--- src/rtl/usb_fs_nb_out_pe.sv ---
// usb_fs_nb_out_pe -- USB full-speed non-buffered OUT/SETUP protocol engine.
//
// Decodes OUT/SETUP tokens addressed to this device and streams the payload
// bytes of the DATA0/DATA1 packet that follows into the selected endpoint
// buffer. It then answers with ACK, NAK or STALL, or with no handshake for
// isochronous endpoints. The block holds no packet storage: the endpoint
// buffer is told to commit (acked) or to discard (rollback) each packet.
//
// Optional build macro:
//   USB_OUT_PE_TIMEOUT_EN - when this macro is defined, the engine abandons a
//                           token if no data packet starts within 96 cycles.
//
// Ports:
//   clk_48mhz_i, rst_i, link_reset_i - clock and synchronous resets
//   dev_addr_i                       - this device's USB address
//   out_ep_*_o                       - endpoint-side write/commit interface
//   out_ep_full/stall/iso_i          - per-endpoint status
//   data_toggle_clear_i              - per-endpoint toggle reset (expect DATA0)
//   rx_*_i                           - decoded receive packet stream
//   tx_pkt_start_o, tx_pid_o         - handshake request to the transmitter
//   tx_pkt_end_i                     - transmitter done (not needed here)

module usb_fs_nb_out_pe #(
  parameter int NumOutEps         = 12,
  parameter int MaxOutPktSizeByte = 32,
  parameter int PktW              = $clog2(MaxOutPktSizeByte),
  parameter int OutEpW            = $clog2(NumOutEps)
) (
  input  logic                 clk_48mhz_i,
  input  logic                 rst_i,
  input  logic                 link_reset_i,
  input  logic [6:0]           dev_addr_i,

  output logic [3:0]           out_ep_current_o,
  output logic                 out_ep_newpkt_o,
  output logic                 out_ep_setup_o,
  output logic [PktW-1:0]      out_ep_put_addr_o,
  output logic [7:0]           out_ep_data_o,
  output logic                 out_ep_data_put_o,
  output logic                 out_ep_acked_o,
  output logic                 out_ep_rollback_o,
  input  logic [NumOutEps-1:0] out_ep_full_i,
  input  logic [NumOutEps-1:0] out_ep_stall_i,
  input  logic [NumOutEps-1:0] out_ep_iso_i,
  input  logic [NumOutEps-1:0] data_toggle_clear_i,

  input  logic                 rx_pkt_start_i,
  input  logic                 rx_pkt_end_i,
  input  logic                 rx_pkt_valid_i,
  input  logic [3:0]           rx_pid_i,
  input  logic [6:0]           rx_addr_i,
  input  logic [3:0]           rx_endp_i,
  input  logic                 rx_data_put_i,
  input  logic [7:0]           rx_data_i,

  output logic                 tx_pkt_start_o,
  input  logic                 tx_pkt_end_i,
  output logic [3:0]           tx_pid_o
);

  localparam logic [3:0] PidOut   = 4'h1;
  localparam logic [3:0] PidSetup = 4'hD;
  localparam logic [3:0] PidData0 = 4'h3;
  localparam logic [3:0] PidData1 = 4'hB;
  localparam logic [3:0] PidAck   = 4'h2;
  localparam logic [3:0] PidNak   = 4'hA;
  localparam logic [3:0] PidStall = 4'hE;

  localparam logic [4:0] NumEpsW  = 5'(NumOutEps);

  typedef enum logic [1:0] {
    StIdle,
    StRcvdOut,
    StRcvdData,
    StSendHs
  } state_e;

  logic srst;
  assign srst = rst_i | link_reset_i;

  // The handshake is never waited on, so the transmitter's done strobe is
  // intentionally left unconnected.
  logic unused_tx_pkt_end;
  assign unused_tx_pkt_end = tx_pkt_end_i;

  state_e                state_q, state_d;
  logic [3:0]            current_q, current_d;
  logic                  setup_q, setup_d;
  logic                  newpkt_q, newpkt_d;
  logic [PktW-1:0]       put_addr_q, put_addr_d;
  logic [7:0]            data_q, data_d;
  logic                  data_put_q, data_put_d;
  logic                  last_written_q, last_written_d;
  logic                  overflow_q, overflow_d;
  logic                  toggle_bit_q, toggle_bit_d;
  logic [NumOutEps-1:0]  data_toggle_q, data_toggle_d;
  logic                  acked_q, acked_d;
  logic                  rollback_q, rollback_d;
`ifdef USB_OUT_PE_TIMEOUT_EN
  logic [6:0]            timeout_q, timeout_d;
`endif

  logic                  hs_start;
  logic [3:0]            hs_pid;
  logic                  accept_tok;

  logic                  tok_pid_ok;
  logic                  token_ok;
  logic                  tok_is_setup;
  logic [OutEpW-1:0]     tok_ep;
  logic [OutEpW-1:0]     ep_idx;
  logic                  data_pid_ok;

  assign tok_is_setup = (rx_pid_i == PidSetup);
  assign tok_pid_ok   = (rx_pid_i == PidOut) || tok_is_setup;
  assign token_ok     = rx_pkt_end_i & rx_pkt_valid_i & tok_pid_ok &
                        (rx_addr_i == dev_addr_i) &
                        ({1'b0, rx_endp_i} < NumEpsW);
  assign tok_ep       = rx_endp_i[OutEpW-1:0];
  assign ep_idx       = current_q[OutEpW-1:0];
  assign data_pid_ok  = (rx_pid_i == PidData0) || (rx_pid_i == PidData1);

  always_comb begin
    state_d        = state_q;
    current_d      = current_q;
    setup_d        = setup_q;
    newpkt_d       = 1'b0;
    put_addr_d     = put_addr_q;
    data_d         = data_q;
    data_put_d     = 1'b0;
    last_written_d = last_written_q;
    overflow_d     = overflow_q;
    toggle_bit_d   = toggle_bit_q;
    data_toggle_d  = data_toggle_q;
    acked_d        = 1'b0;
    rollback_d     = 1'b0;
    hs_start       = 1'b0;
    hs_pid         = 4'h0;
    accept_tok     = 1'b0;
`ifdef USB_OUT_PE_TIMEOUT_EN
    timeout_d      = 7'd0;
`endif

    // The offset advances only after the byte has been presented at it. The
    // last slot never wraps; instead we remember it is occupied so that the
    // next byte can be recognised as an overflow.
    if (data_put_q) begin
      if (put_addr_q != '1) begin
        put_addr_d = put_addr_q + 1'b1;
      end else begin
        last_written_d = 1'b1;
      end
    end

    case (state_q)
      StIdle: begin
        if (token_ok) begin
          accept_tok = 1'b1;
          state_d    = StRcvdOut;
        end
      end

      StRcvdOut: begin
`ifdef USB_OUT_PE_TIMEOUT_EN
        timeout_d = timeout_q + 7'd1;
`endif
        if (token_ok) begin
          accept_tok = 1'b1;
`ifdef USB_OUT_PE_TIMEOUT_EN
          timeout_d  = 7'd0;
`endif
        end else if (rx_pkt_start_i) begin
          state_d = StRcvdData;
        end else if (rx_pkt_end_i) begin
          state_d = StIdle;
`ifdef USB_OUT_PE_TIMEOUT_EN
        end else if (timeout_q == 7'd95) begin
          state_d    = StIdle;
          rollback_d = 1'b1;
`endif
        end
      end

      StRcvdData: begin
        if (rx_data_put_i && !out_ep_full_i[ep_idx] && !overflow_q) begin
          // A byte still in flight to the last slot counts as written.
          if ((put_addr_q == '1) && (last_written_q || data_put_q)) begin
            overflow_d = 1'b1;
          end else begin
            data_d     = rx_data_i;
            data_put_d = 1'b1;
          end
        end
        if (rx_pkt_end_i) begin
          if (!rx_pkt_valid_i || !data_pid_ok) begin
            state_d    = StIdle;
            rollback_d = 1'b1;
          end else begin
            toggle_bit_d = rx_pid_i[3];
            state_d      = StSendHs;
          end
        end
      end

      StSendHs: begin
        state_d = StIdle;
        if (out_ep_stall_i[ep_idx] && !setup_q) begin
          hs_start   = 1'b1;
          hs_pid     = PidStall;
          rollback_d = 1'b1;
        end else if (out_ep_iso_i[ep_idx]) begin
          if (!out_ep_full_i[ep_idx] && !overflow_q) begin
            acked_d = 1'b1;
          end else begin
            rollback_d = 1'b1;
          end
        end else if (out_ep_full_i[ep_idx] || overflow_q) begin
          hs_start   = 1'b1;
          hs_pid     = PidNak;
          rollback_d = 1'b1;
        end else if (toggle_bit_q != data_toggle_q[ep_idx]) begin
          // Host retried a packet we already committed: ACK it again but
          // throw the copy away.
          hs_start   = 1'b1;
          hs_pid     = PidAck;
          rollback_d = 1'b1;
        end else begin
          hs_start              = 1'b1;
          hs_pid                = PidAck;
          acked_d               = 1'b1;
          data_toggle_d[ep_idx] = ~data_toggle_q[ep_idx];
        end
      end

      default: state_d = StIdle;
    endcase

    if (accept_tok) begin
      current_d      = rx_endp_i;
      setup_d        = tok_is_setup;
      newpkt_d       = 1'b1;
      put_addr_d     = '0;
      last_written_d = 1'b0;
      overflow_d     = 1'b0;
      if (tok_is_setup) begin
        data_toggle_d[tok_ep] = 1'b0;
      end
    end

    // An external clear overrides any toggle update made in the same cycle.
    data_toggle_d = data_toggle_d & ~data_toggle_clear_i;
  end

  always_ff @(posedge clk_48mhz_i) begin
    if (srst) begin
      state_q        <= StIdle;
      current_q      <= '0;
      setup_q        <= 1'b0;
      newpkt_q       <= 1'b0;
      put_addr_q     <= '0;
      data_q         <= '0;
      data_put_q     <= 1'b0;
      last_written_q <= 1'b0;
      overflow_q     <= 1'b0;
      toggle_bit_q   <= 1'b0;
      data_toggle_q  <= '0;
      acked_q        <= 1'b0;
      rollback_q     <= 1'b0;
`ifdef USB_OUT_PE_TIMEOUT_EN
      timeout_q      <= 7'd0;
`endif
    end else begin
      state_q        <= state_d;
      current_q      <= current_d;
      setup_q        <= setup_d;
      newpkt_q       <= newpkt_d;
      put_addr_q     <= put_addr_d;
      data_q         <= data_d;
      data_put_q     <= data_put_d;
      last_written_q <= last_written_d;
      overflow_q     <= overflow_d;
      toggle_bit_q   <= toggle_bit_d;
      data_toggle_q  <= data_toggle_d;
      acked_q        <= acked_d;
      rollback_q     <= rollback_d;
`ifdef USB_OUT_PE_TIMEOUT_EN
      timeout_q      <= timeout_d;
`endif
    end
  end

  assign out_ep_current_o  = current_q;
  assign out_ep_newpkt_o   = newpkt_q;
  assign out_ep_setup_o    = setup_q;
  assign out_ep_put_addr_o = put_addr_q;
  assign out_ep_data_o     = data_q;
  assign out_ep_data_put_o = data_put_q;
  assign out_ep_acked_o    = acked_q;
  assign out_ep_rollback_o = rollback_q;
  assign tx_pkt_start_o    = hs_start;
  assign tx_pid_o          = hs_pid;

endmodule

--- config.mk ---
export PLATFORM = sky130hd
export DESIGN_NAME = usb_fs_nb_out_pe
export DESIGN_NICKNAME = d
export VERILOG_FILES = /design/src/rtl/usb_fs_nb_out_pe.sv
export SDC_FILE = /design/constraint.sdc
export NUM_CORES = 1
export LEC_CHECK = 0
export BUFFER_PORTS_ARGS = -buffer_cell sky130_fd_sc_hd__buf_4
export CORE_MARGIN = 8
export CORE_UTILIZATION = 45
export CTS_BUF_LIST = sky130_fd_sc_hd__clkbuf_4 sky130_fd_sc_hd__clkbuf_8
export DETAILED_ROUTE_END_ITERATION = 16
export PLACE_DENSITY = 0.8
export SYNTH_ARGS = -nofsm -noshare
export SYNTH_HDL_FRONTEND = slang
export SYNTH_SLANG_ARGS = --single-unit
export TNS_END_PERCENT = 30
--- constraint.sdc ---
create_clock -name clk_48mhz_i -period 2.3 [get_ports clk_48mhz_i]
set_clock_uncertainty 0.05 [all_clocks]
set_input_delay 0 -clock clk_48mhz_i [delete_from_list [all_inputs] [get_ports clk_48mhz_i]]
set_output_delay 0 -clock clk_48mhz_i [all_outputs]
set_load 0.005 [all_outputs]
; After elaboration in Yosys (flattened, before gate mapping)
; Index checks and enable logic that the tools add are counted.
[classes]
n_addsub = 1
n_lt_le_gt_ge = 5
eq_ne = 15
n_mux = 50
n_bitwise = 16
reduce_logical = 28
[op_table]
columns = op, n
row1 = 2-to-1 mux 12 bit, 7
row2 = bitwise AND 12 bit, 2
row3 = 2-to-1 mux 1 bit, 24
row4 = NOT 12 bit, 2
row5 = binary-select mux 1 bit (select 4 bit), 4
row6 = 2-to-1 mux 4 bit, 4
row7 = bitwise mux 12 bit, 1
row8 = 2-to-1 mux 2 bit, 6
row9 = < comparator 4 x 5 -> 1 bit (second input constant), 2
row10 = AND reduction 3 bit, 3
row11 = demux 1 bit (select 4 bit), 2
row12 = equality test 4 bit (second input constant), 2
row13 = >= comparator 4 x 1 -> 1 bit (second input constant), 2
row14 = case mux 2 bit (4 select lines), 1
row15 = equality test 7 bit, 1
row16 = logical AND 1 bit, 7
row17 = NOT 1 bit, 7
row18 = inequality test 2 bit (second input constant), 3
row19 = OR reduction 3 bit, 2
row20 = adder 5 x 1 -> 5 bit (second input constant), 1
row21 = equality test 5 bit (second input constant), 1
row22 = logical NOT 1 bit, 5
row23 = logical OR 1 bit, 5
row24 = inequality test 5 bit (second input constant), 1
row25 = 14 further kinds, 20
[word_totals]
reg_bits = 39
in_bits = 86
output_inout_bits = 27
elab_cells = 128

; Longest topological paths before layout
[logic_depth]
word_depth = 14
ltp_mapped = 10

; Worst setup path after synthesis
; No wires, ideal clock.
[synth_timing]
kind = flip-flop to flip-flop
from = register current_q[0], in the netlist out_ep_current_o[0]
to = register data_toggle_q[7]
t_arrival_ns = 2.176
slack_ns = -0.047
stages_incl_launch_ff = 8
path_buffers = 1
path_cell_list = dfxtp_1 -> buf_6 -> mux4_2 -> nand3_1 -> o31ai_4 -> xnor2_1 -> or4_1 -> mux2_4
[synth_via]
elab_chain_len = 14
elab_cells_between_ends = 27
classes_between = order compare: 2 / eq/ne: 1 / mux: 18 / bitwise: 3 / reduce/logical: 3
[synth_rtl]
columns = item, line
row1 = start: declaration, 87  ; logic [3:0] current_q, current_d;
row2 = start signal: assignment, 274  ; current_q <= current_d;
row3 = < comparator 4 x 5 -> 1 bit (implied by the code) or >= comparator 4 x 1 -> 1 bit (tied branches), 231  ; data_toggle_d[ep_idx] = ~data_toggle_q[ep_idx];
row4 = logical AND 1 bit (implied by the code), 231
row5 = 2-to-1 mux 1 bit (implied by the code), 231
row6 = demux 1 bit (select 4 bit), 231
row7 = bitwise mux 12 bit, 231
row8 = 2-to-1 mux 12 bit, 221  ; end else if (toggle_bit_q != data_toggle_q[ep_idx]) begin
row9 = 2-to-1 mux 12 bit, 217  ; end else if (out_ep_full_i[ep_idx] || overflow_q) begin
row10 = 2-to-1 mux 12 bit, 211  ; end else if (out_ep_iso_i[ep_idx]) begin
row11 = 2-to-1 mux 12 bit (*), 207  ; if (out_ep_stall_i[ep_idx] && !setup_q) begin
row12 = 2-to-1 mux 12 bit (*), 155  ; case (state_q)
row13 = bitwise AND 12 bit (no source line), -
row14 = 2-to-1 mux 12 bit, 245  ; if (tok_is_setup) begin
row15 = 2-to-1 mux 12 bit (*), 238  ; if (accept_tok) begin
row16 = bitwise AND 12 bit (*), 251  ; data_toggle_d = data_toggle_d & ~data_toggle_clear_i;
row17 = end signal: assignment, 283  ; data_toggle_q <= data_toggle_d;
row18 = end: declaration, 96  ; logic [NumOutEps-1:0] data_toggle_q, data_toggle_d;
; Mark *: on every way between the ends. The rest lies on a longest branch, timed or not. The select of a mux whose other input is x is not followed.
; A chain may end at the register's enable or synchronous reset.

; Worst setup path in the final report
[layout_timing]
from = register current_q[1], in the netlist out_ep_current_o[1]
to = register data_toggle_q[7]
; Same word-level chain as after synthesis.

==> out/qor.yml <==
status: "complete, but fails checks"
violations: "setup timing"
gp_congestion: 0.963
startpoint_type: "register"
syn_area_um2: 2740
critical_path.max_stage_delay_ns: 0.54
crit_family: "multiplexers"
dieArea_um2: 8850
antenna_cells: 0
clk_pin_slew_ns: 0.09
io_pins: 113
critPathKind: "register to register"
rsz0062_at_grt: "yes"
busiest_layer: "met2"
synthAdderAreaFrac: 0.00912
grtUsageMet3: 0.0695
drive_gt1_frac: 0.434
use_met1: 0.255
drcViolationCount: 0
routed_via_density: 5.69
numCtsBuffers: 5
regToRegSetupSlack_ns: -0.01
cp_slowest_cell: "or4_4"
synth-xor-area-share: 0.0479
clk_latency_ns: 0.30
grt_pass1_vias: 3335
synthArstFlopShare: 0
met2_usage: 0.393
synth_top_family_by_area: "simple AND/OR/NAND/NOR gates"
synthMuxAreaShare: 0.160
min_period_ns: 2.31
yosys.area_share.simple: 0.258
avgSynthCellArea_um2: 8.49
start_util: 0.463
grt_max_degree: 33
area.growth.synth_to_final_pct: 62.1
crit_top_cell: "mux2_4"
grt_usage: 0.228
fin_crit_sh: 1.01
syn_nets: 411
p_leak_nw: 1.85
maxSlewViolCount: 0
grt_pass1_wl_mm: 16.2
rows: 28
cts_root_buf: "clkbuf_8"
crit_chain: "buf_12 > mux2_4 > a221oi_2 > o31ai_2 > or4_4 > mux2_4"
hold_ws_ns: 0.00517
fin_nets: 578
yosys.area.top_type: "dfxtp_1"
vias: 3219
dp_hpwl_mm: 7.67
finalSetupViolCount: 1
ant_nets: 0
total_power_mw: 1.55
max-vdd-ir-drop_uv: 351
ys_top_cells_by_area: "dfxtp_1 (28%), mux2i_1 (8.8%), nor2_1 (4.9%), xnor2_1 (4.2%), nand2_1 (3.7%)"
worst_pin_slew_ns: 0.666
drtPass1Iterations: 4
cp-end-kind: "register"
ys_seq_area_frac: 0.285
cts.path.max_buffers: 2
max_clock_freq_ghz: 0.432
power_density_nw_per_um2: 348
die_w_um: 94.1
io_buffers: 110
yosysTopAreaCellShare: 0.285
grt-ovfl-total: 0
syn_inst: 323
max_cap_viol_count: 0
ys_ff_latch: 39
slew_headroom: 0.556
hold_path.class: "input port to register"
synth_compound_area_frac: 0.194
setup_ws_ns: -0.0137
synth-edff-count: 0
critical_path_buf_inv_count: 1
antenna_found_initial: 0
critical_path.max_fanout: 14
finalHoldViolations: 0
tritoncts: "built"
ys.warnings.count: 0
synth_cell_types: 62
cts_sinks: 39
drtIter0Drc: 143
cp.arrival_ns: 2.46
die_y_um: 94.1
synthFlopType: "dfxtp_1"
routed_wirelength_mm: 10.3
htree_levels: 2
core_um2: 5920
wl_per_cell_um: 18.3
required_ns: 2.45
==> area by class of cell <==
cell class,count,area [um2]
inverter,5,18.8
fill,426,1480
clock inverter,3,47.5
tap,75,93.8
clock buffer,5,68.8
multi-input combinational,261,1990
sequential,39,792
timing repair buffer,178,1430
==> per-stage QoR <==
| stage | utilization | instance area (um2) | worst slack, ns | instances | TNS [ns] |
|---|---|---|---|---|---|
| 6_report | 0.751 | 4450 | -0.0137 | 566 | -0.0137 |
| 5_1_grt | 0.751 | 4450 | -0.0554 | 566 | -0.240 |
| 4_1_cts | 0.721 | 4270 | -0.0157 | 561 | -0.0157 |
| 3_5_place_dp | 0.653 | 3870 | -0.122 | 527 | -0.536 |
| 3_3_place_gp | 0.653 | 3870 | -0.0932 | 527 | -0.232 |
| 2_1_floorplan | - | 2750 | -0.0359 | 323 | -0.0359 |
==> report_power, final <==
group          switching [mW]  internal [mW]  leakage, nW
sequential          0.0000197          0.671        0.316
combinational           0.108          0.170         1.47
clock                   0.269          0.329       0.0587
==> synth_stat cells, types with 4 or more instances <==
cell type,n
nor2b_1,9
nand3_1,8
or4_1,4
o31ai_1,6
nand2_1,27
mux2_2,7
clkbuf_1,9
nand4_1,10
a211oi_1,4
nand2b_1,6
nor2_1,36
inv_1,5
nor3_1,10
o211ai_1,9
mux2i_1,24
dfxtp_1,39
xnor2_1,13
a21oi_1,17
or2_2,6
==> final timing paths <==
kind,from,endpoint,depth (start not counted)
worst max-delay path,out_ep_current_o[1],data_toggle_q[7],6
worst min-delay path,rx_pkt_end_i,out_ep_rollback_o,3
worst max register to register,out_ep_current_o[1],data_toggle_q[7],6
worst min register to register,last_written_q,last_written_q,2
==> worst min-delay path, cell delays in order <==
cell and delay (ns):
buf_4 0.13, nand3_1 0.10, a211oi_1 0.08
==> sequential cells by signal (all words and copies together), names as in the netlist <==
name and flops:
state_q 2, out_ep_newpkt_o 1, out_ep_data_o 8, out_ep_rollback_o 1
out_ep_current_o 4, toggle_bit_q 1, out_ep_setup_o 1, overflow_q 1
last_written_q 1, data_toggle_q 12, out_ep_acked_o 1, out_ep_put_addr_o 5
out_ep_data_put_o 1
==> routing by layer <==
layer / up-vias / share of wire
met1: 1509 / 0.39
met3: 29 / 0.090
met2: 150 / 0.49
li1: 1531 / -
met4: 0 / 0.034
met5: - / 0
==> placed cells by master (no fill, tap or decap), types with 3 or more instances in the layout <==
cell,synthesis,layout
buf_4,3,149
nor2_1,36,36
dfxtp_1,39,36
nand2_1,27,27
dlygate4sd3_1,0,26
mux2i_1,24,21
a21oi_1,17,13
xnor2_1,13,11
nor3_1,10,10
nand4_1,10,10
o211ai_1,9,9
nor2b_1,9,8
or2_2,6,6
mux2_2,7,6
nand3_1,8,6
inv_1,5,5
nand2b_1,6,5
o31ai_1,6,5
clkbuf_8,0,5
and3_1,3,3
mux2i_2,0,3
and2_1,3,3
mux2_4,2,3
mux4_2,3,3
a21oi_2,0,3
nand4b_1,3,3
or4_1,4,3
o21ai_0,3,3
a211oi_1,4,3
a2111oi_2,2,3
dfxtp_4,0,3
==> logic make-up after synthesis <==
group | after synthesis
AND/OR/NAND/NOR | 137
other | 1
flip-flops | 39
AO/OA/AOI/OAI | 68
XOR/XNOR | 15
buffers and inverters | 23
adder cells (fa/ha/maj) | 2
multiplexers | 38
==> timing repair <==
action                                  CTS  global route
gates resized for setup                   8            27
endpoints found under the setup margin    8            14
hold buffers                             26             0
buffers inserted                          0             5
endpoints found under the hold margin    25             0
pin swaps                                 1             7
(Power assumes the default switching activity.)
